===== src/rtl/step_gen_pkg.sv =====
// step_gen_pkg: shared types and constants for the step enable generator.
// State encoding, default parameters and counter widths.
package step_gen_pkg;

  typedef enum logic [1:0] {
    IDLE       = 2'd0,
    DB_PRESS   = 2'd1,
    PRESSED    = 2'd2,
    DB_RELEASE = 2'd3
  } state_t;

  localparam int unsigned DEF_DEBOUNCE      = 16;
  localparam int unsigned DEF_REPEAT_DELAY  = 50000000;
  localparam int unsigned DEF_REPEAT_PERIOD = 10000000;

  localparam int DB_W  = 16;
  localparam int RPT_W = 32;
  localparam int CNT_W = 8;

endpackage


===== src/rtl/sync_2ff.sv =====
// sync_2ff: two-flop synchronizer for one asynchronous level.
// Both flops clear to 0 on asynchronous active-low reset.
module sync_2ff (
  input  logic clk,
  input  logic rst,
  input  logic d,
  output logic q
);

  logic meta;

  // shift the raw level through two flops
  always_ff @(posedge clk or negedge rst) begin
    if (!rst) begin
      meta <= 1'b0;
      q    <= 1'b0;
    end else begin
      meta <= d;
      q    <= meta;
    end
  end

endmodule


===== src/rtl/step_enable_gen.sv =====
// step_enable_gen: debounced push-button to one-cycle step enable.
// Optional auto-repeat is built when STEP_AUTO_REPEAT_EN is defined.
module step_enable_gen
  import step_gen_pkg::*;
#(
  parameter int unsigned DEBOUNCE_CYCLES = DEF_DEBOUNCE,
  parameter int unsigned REPEAT_DELAY    = DEF_REPEAT_DELAY,
  parameter int unsigned REPEAT_PERIOD   = DEF_REPEAT_PERIOD
) (
  input  logic             clk,
  input  logic             rst,
  input  logic             btn_in,
  input  logic             hold,
  output logic             step,
  output logic             btn_db,
  output logic [CNT_W-1:0] step_cnt
);

  localparam logic [DB_W-1:0] DB_MAX = DB_W'(DEBOUNCE_CYCLES);

  state_t          state;
  logic [DB_W-1:0] db_cnt;
  logic [DB_W-1:0] db_nxt;
  logic            btn_s;
  logic            entry_fire;
  logic            rpt_fire;
  logic            fire;

  sync_2ff u_sync (
    .clk (clk),
    .rst (rst),
    .d   (btn_in),
    .q   (btn_s)
  );

  // press accepted on the edge the counter reaches its limit
  always_comb begin
    db_nxt     = db_cnt + 1'b1;
    entry_fire = (state == DB_PRESS) && btn_s
                 && (db_nxt == DB_MAX);
    fire       = entry_fire || rpt_fire;
  end

`ifdef STEP_AUTO_REPEAT_EN
  localparam logic [RPT_W-1:0] RPT_DLY = RPT_W'(REPEAT_DELAY);
  localparam logic [RPT_W-1:0] RPT_PER = RPT_W'(REPEAT_PERIOD);

  logic [RPT_W-1:0] rpt_cnt;
  logic [RPT_W-1:0] rpt_nxt;
  logic [RPT_W-1:0] rpt_lim;
  logic             rpt_first;
  logic             rpt_act;

  // first repeat waits the long delay, later ones the period
  always_comb begin
    rpt_act  = (state == PRESSED) || (state == DB_RELEASE);
    rpt_nxt  = rpt_cnt + 1'b1;
    rpt_lim  = rpt_first ? RPT_DLY : RPT_PER;
    rpt_fire = rpt_act && (rpt_nxt == rpt_lim);
  end

  // repeat timer runs regardless of hold; cleared outside a press
  always_ff @(posedge clk or negedge rst) begin
    if (!rst) begin
      rpt_cnt   <= '0;
      rpt_first <= 1'b1;
    end else if (entry_fire) begin
      rpt_cnt   <= '0;
      rpt_first <= 1'b1;
    end else if (rpt_fire) begin
      rpt_cnt   <= '0;
      rpt_first <= 1'b0;
    end else if (rpt_act) begin
      rpt_cnt   <= rpt_nxt;
    end else begin
      rpt_cnt   <= '0;
      rpt_first <= 1'b1;
    end
  end
`else
  assign rpt_fire = 1'b0;
`endif

  // debounce FSM with registered step, level and pulse count
  always_ff @(posedge clk or negedge rst) begin
    if (!rst) begin
      state    <= IDLE;
      db_cnt   <= '0;
      step     <= 1'b0;
      btn_db   <= 1'b0;
      step_cnt <= '0;
    end else begin
      step <= 1'b0;
      if (fire && !hold) begin
        step     <= 1'b1;
        step_cnt <= step_cnt + 1'b1;
      end
      unique case (state)
        IDLE: begin
          if (btn_s) begin
            state  <= DB_PRESS;
            db_cnt <= DB_W'(1);
          end
        end
        DB_PRESS: begin
          if (!btn_s) begin
            state  <= IDLE;
            db_cnt <= '0;
          end else if (db_nxt == DB_MAX) begin
            state  <= PRESSED;
            db_cnt <= '0;
            btn_db <= 1'b1;
          end else begin
            db_cnt <= db_nxt;
          end
        end
        PRESSED: begin
          if (!btn_s) begin
            state  <= DB_RELEASE;
            db_cnt <= DB_W'(1);
          end
        end
        DB_RELEASE: begin
          if (btn_s) begin
            state  <= PRESSED;
            db_cnt <= '0;
          end else if (db_nxt == DB_MAX) begin
            state  <= IDLE;
            db_cnt <= '0;
            btn_db <= 1'b0;
          end else begin
            db_cnt <= db_nxt;
          end
        end
        default: begin
          state  <= IDLE;
          db_cnt <= '0;
        end
      endcase
    end
  end

endmodule


===== config.mk =====
export PLATFORM = sky130hd
export DESIGN_NAME = step_enable_gen
export DESIGN_NICKNAME = d
export VERILOG_FILES = /design/src/rtl/step_gen_pkg.sv /design/src/rtl/sync_2ff.sv /design/src/rtl/step_enable_gen.sv
export SDC_FILE = /design/constraint.sdc
export NUM_CORES = 1
export LEC_CHECK = 0
export CAP_MARGIN = 15
export CORE_MARGIN = 2
export CORE_UTILIZATION = 51
export DETAILED_ROUTE_END_ITERATION = 6
export DONT_BUFFER_PORTS = 1
export GPL_ROUTABILITY_DRIVEN = 0
export PLACE_DENSITY = 0.66
export SKIP_CTS_REPAIR_TIMING = 1
export SLEW_MARGIN = 25
export SYNTH_ARGS = -nofsm -noshare
export SYNTH_HDL_FRONTEND = slang
export SYNTH_SLANG_ARGS = --single-unit

===== constraint.sdc =====
create_clock -name clk -period 6.56 [get_ports clk]
set_clock_uncertainty 0.05 [all_clocks]
set_input_delay 1.64 -clock clk [delete_from_list [all_inputs] [get_ports clk]]
set_output_delay 1.64 -clock clk [all_outputs]
set_load 0.01 [all_outputs]

### Yosys cells after proc, flatten, opt, wreduce, memory -nomap -nowiden

Index checks and enable logic that the tools add are counted.

* muxes and demuxes: 19
* shifts and indexed selects: 0
* multipliers: 0
* bitwise operators: 0
* reductions and logical operators: 9
* equal/unequal tests: 12
* divide/modulo/power cells: 0
* add/subtract/negate cells: 2
* order comparisons: 0

Operators by type and width (count)
* 16-bit two-way mux: 5
* 16-bit one-hot mux with 4 select lines: 1
* 16-bit by 1-bit adder with 16-bit output (second input constant): 1
* 16-bit by 5-bit equality test with 1-bit output (second input constant): 1
* 2-bit two-way mux: 6
* 8-bit by 1-bit adder with 8-bit output (second input constant): 1
* 2-bit one-hot mux with 4 select lines: 1
* 2-bit by 1-bit != test with 1-bit output (second input constant): 3
* 2-bit != test (second input constant): 3
* 1-bit two-way mux: 5
* 5-bit AND reduction: 1
* 2-bit equality test (second input constant): 2
* 4-bit AND reduction: 1
* 1-bit logical AND: 3
* 3-bit by 2-bit != test with 1-bit output (second input constant): 1
* 3-bit != test (second input constant): 1
* 2-bit by 1-bit equality test with 1-bit output (second input constant): 1
* 2-bit logical NOT: 1
* 1-bit one-hot mux with 2 select lines: 1
* 2-bit AND reduction: 1
* 2-bit nonzero test: 1
* 1-bit logical NOT: 1

* bits of input ports: 4
* output and inout bits: 10
* memory bits (read-only): 0
* memories: 0
* bits in latches: 0
* register bits: 30
* logic and storage cells: 49
* memory bits (writable): 0

### Longest topological paths before layout

* depth in word-level cells: 5
* mapped depth: 9

### Hierarchy

From an unflattened synthesis, not the netlist that was laid out.

* cell total of the unflattened synthesis: 182
* area, all modules: 1701.6 um2

Modules (own cells, without submodules)
* step_enable_gen: times used 1, cells each 180, seq. area each 700.7 um2, area each 1651.6 um2
* sync_2ff: times used 1, cells each 2, seq. area each 50.0 um2, area each 50.0 um2

### Least setup slack after synthesis

No wires, ideal clock.

* path type: input-to-reg
* from: input hold
* to: register step_cnt[1]
* buffers on the path: 0
* data required time: 6.382 ns
* path slack: 3.872 ns
* arrival time: 2.511 ns
* cell stages on the path: 3
* cells stage by stage: nor3b_1 and2_1 mux2_1

* longest elaborated chain between the ends: 2

RTL lines
* start: declaration: line step_enable_gen.sv:13 `input logic hold,`
* 1-bit logical NOT: line step_enable_gen.sv:94 `if (fire && !hold) begin`
* 1-bit logical AND: line step_enable_gen.sv:94
* end signal: assignment: line step_enable_gen.sv:96 `step_cnt <= step_cnt + 1'b1;`
* end: declaration: line step_enable_gen.sv:16 `output logic [CNT_W-1:0] step_cnt`

No other way between the ends.
A chain may end at the register's enable or synchronous reset.

### Worst setup path in the final report

* from: register db_cnt[0]
* to: register step_cnt[1]

* longest elaborated chain between the ends: 4

RTL lines
* start: declaration: line step_enable_gen.sv:22 `logic [DB_W-1:0] db_cnt;`
* start signal: assignment: line step_enable_gen.sv:114 `db_cnt <= db_nxt;`
* start signal: assignment: line step_enable_gen.sv:132 `db_cnt <= db_nxt;`
* 16-bit by 1-bit adder with 16-bit output: line step_enable_gen.sv:38 `db_nxt = db_cnt + 1'b1;`
* 16-bit by 5-bit equality test with 1-bit output: line step_enable_gen.sv:40 `&& (db_nxt == DB_MAX);`
* 1-bit logical AND: line step_enable_gen.sv:40
* 1-bit logical AND: line step_enable_gen.sv:94

No other way between the ends.

==> run metrics <==
status=complete, no violations; DR iter-0 viols=between 100 and 150; first-pass GRT wire length=~5600 µm; drt via density=6.22; Main synth FF type=dfrtp_1; Hold Crit Start=u_sync.meta; static leakage=0.000753 µW; Yosys Warn Count=0; worst min-delay path category=reg2reg; Hold Crit Depth=0; H-tree Lvls=2; routed vias=around 1400; Max-cap violations=0; sequential area share after synthesis=0.443; startpoint types=register; CP Max Fanout=11; WP data required=6.73 ns; CP endpoint kind=register; post-synth net total=between 150 and 200; flop2flop setup slack=between 3 and 4 ns; slew margin rel.=0.377; Synth Instances=about 180; critical path class=reg2reg; final worst-path cycle share=0.484; total power draw=309 µW; gr usage total=0.207; Layout Area Growth over Synthesis=2.88%; CTS buffer count=5; fmax=roughly 320 MHz; initial core utilization=0.546; # setup viols final=0; initial antenna violation count=0; flop and latch count out of synthesis=30; wirelength, routed=3390 µm; crit path launch=db_cnt[0]; HPWL after DPL=roughly 2400 µm; largest net degree at the start of global routing=31; Post-synth ARST share=1.00; CTS Root Buffer Type=clkbuf_4; GRT overflow=0; Reg clk slew, reported paths=~0.080 ns; Die W=around 62 µm; Post-synth EDFFs=0; die area=between 3000 and 4000 µm²; DRC=0; max-slew violation count=0; final hold viol count=0; core area=slightly above 3000 µm²; I/O Buffers=0; clock sinks=30; distinct cell type count of the synthesized netlist=49; TNS Setup=0 ns; n_diodes=0; FP Rows=20; RSZ-0062 raised after global routing=no; fin crit period=3.17 ns; CP Data Arrival Time=approximately 3.4 ns; Reg2Reg Depth=8; synthesized cell area=between 1500 and 2000 µm²; # nets final=179; Antenna Nets Post-Route=0; Least-Margin Pin Slew=0.926 ns; vias in the first global route=1180; CTS tree=yes; Clk Latency, worst-skew pair=~0.34 ns; CTS max path bufs=2; Worst IR Drop VDD=approximately 0.13 mV; Routed WL per cell=15.6 µm; Post-Syn Area per Cell=9.67 µm²; pwr dens=178 nW/µm²; Hold EP=u_sync.q; layout cells sized above 1=0.0925; Ports=14; Pre-antenna DRT Iters=4; R2R Path End=step_cnt[1]; Worst R2R Start=db_cnt[0]; Die H=61.6 µm
[power breakdown]
part,switching [µW],internal [µW]
combinational,8.90,5.67
sequential,5.29,188
clock,62.7,38.4
[how the worst max path moves through the flow]
stage	end	slack, ns
2_1_floorplan	step_cnt[1]	3.87
3_3_place_gp	step_cnt[1]	3.59
3_5_place_dp	step_cnt[1]	3.40
4_1_cts	step_cnt[1]	3.37
5_1_grt	step_cnt[1]	3.14
6_report	step_cnt[1]	3.39
[through the flow]
stage | instance area (µm²) | worst slack, ns | std cells | hold slack (ns) | util
floorplan | 1690 | 3.87 | 175 | 0.281 | -
finish | 1740 | 3.39 | 217 | 0.314 | 0.561
detailed placement | 1690 | 3.40 | 210 | 0.296 | 0.546
global placement | 1690 | 3.59 | 210 | 0.293 | 0.546
global route | 1740 | 3.14 | 217 | 0.333 | 0.561
CTS | 1740 | 3.37 | 217 | 0.316 | 0.561
[registers in the layout, indices dropped and copies added (netlist names), named ones only]
| register | cells |
|---|---|
| step_cnt | 8 |
| btn_db | 1 |
| step | 1 |
| db_cnt | 16 |
| state | 1 |
| u_sync.q | 1 |
| u_sync.meta | 1 |
[per-layer routing]
metal | track usage | share of wire
met2 | 0.280 | 0.47
met3 | 0.0504 | 0.057
met4 | 0.116 | 0.019
met1 | 0.299 | 0.46
met5 | 0 | 0
[worst max-delay path, cell delays in order (launching register included)]
cell and delay [ns]:
dfrtp_1 0.44, ha_1 0.25, nand3_1 0.18, nor4_4 0.35, and4b_1 0.27, o22ai_2 0.10, nor4_2 0.82, and2_1 0.27
mux2_1 0.32
[cells by family after synthesis]
| kind of cell | Yosys count | synth area share |
|---|---|---|
| flops | 30 | 0.443 |
| fa+ha+maj | 2 | 0.0148 |
| mux | 3 | 0.0192 |
| compound gates | 37 | 0.151 |
| simple gates | 82 | 0.284 |
| buf+inv | 11 | 0.0362 |
| xor+xnor | 10 | 0.0517 |
[cell type report]
type	count	area (µm²)
fillers	297	1360
multi-input cells	134	881
flip-flops and latches	30	751
well taps	44	55.1
clock buffers	5	37.5
clock inverters	2	10.0
inverters	2	7.51
[cells in the mapped netlist (2+ instances only)]
library cell  number  area, µm²
nand2b_1           2       12.5
nand2_1           21       78.8
dfrtp_1           30        751
and3_1             4       25.0
xnor2_1            8       70.1
nor2_1             5       18.8
o21ai_0            8       40.0
buf_4              2       15.0
ha_1               2       25.0
a22o_1             2       17.5
xor2_1             2       17.5
mux2_1             2       22.5
a41oi_1            2       17.5
inv_1              2       7.51
nand3_1           14       70.1
nand4_1            9       56.3
and2_1             3       18.8
and4_1             5       43.8
clkbuf_1           2       7.51
nor4_1             2       12.5
nor3_1             4       20.0
o21ai_1            2       10.0
buf_2              4       20.0
a21oi_1            5       25.0
nor2b_1            3       18.8
a31oi_1            7       43.8
[cell usage in the layout (no fill, tap or decap), types with 3 or more instances in the layout]
| cell type | count |
|---|---|
| a21oi_1 | 5 |
| a31oi_1 | 7 |
| and2_1 | 3 |
| and3_1 | 4 |
| and4_1 | 5 |
| clkbuf_4 | 5 |
| dfrtp_1 | 30 |
| nand2_1 | 21 |
| nand3_1 | 14 |
| nand4_1 | 9 |
| nor2_1 | 5 |
| nor2b_1 | 3 |
| nor3_1 | 4 |
| o21ai_0 | 8 |
| xnor2_1 | 8 |
No activity file was read; power rests on OpenSTA's default activity.
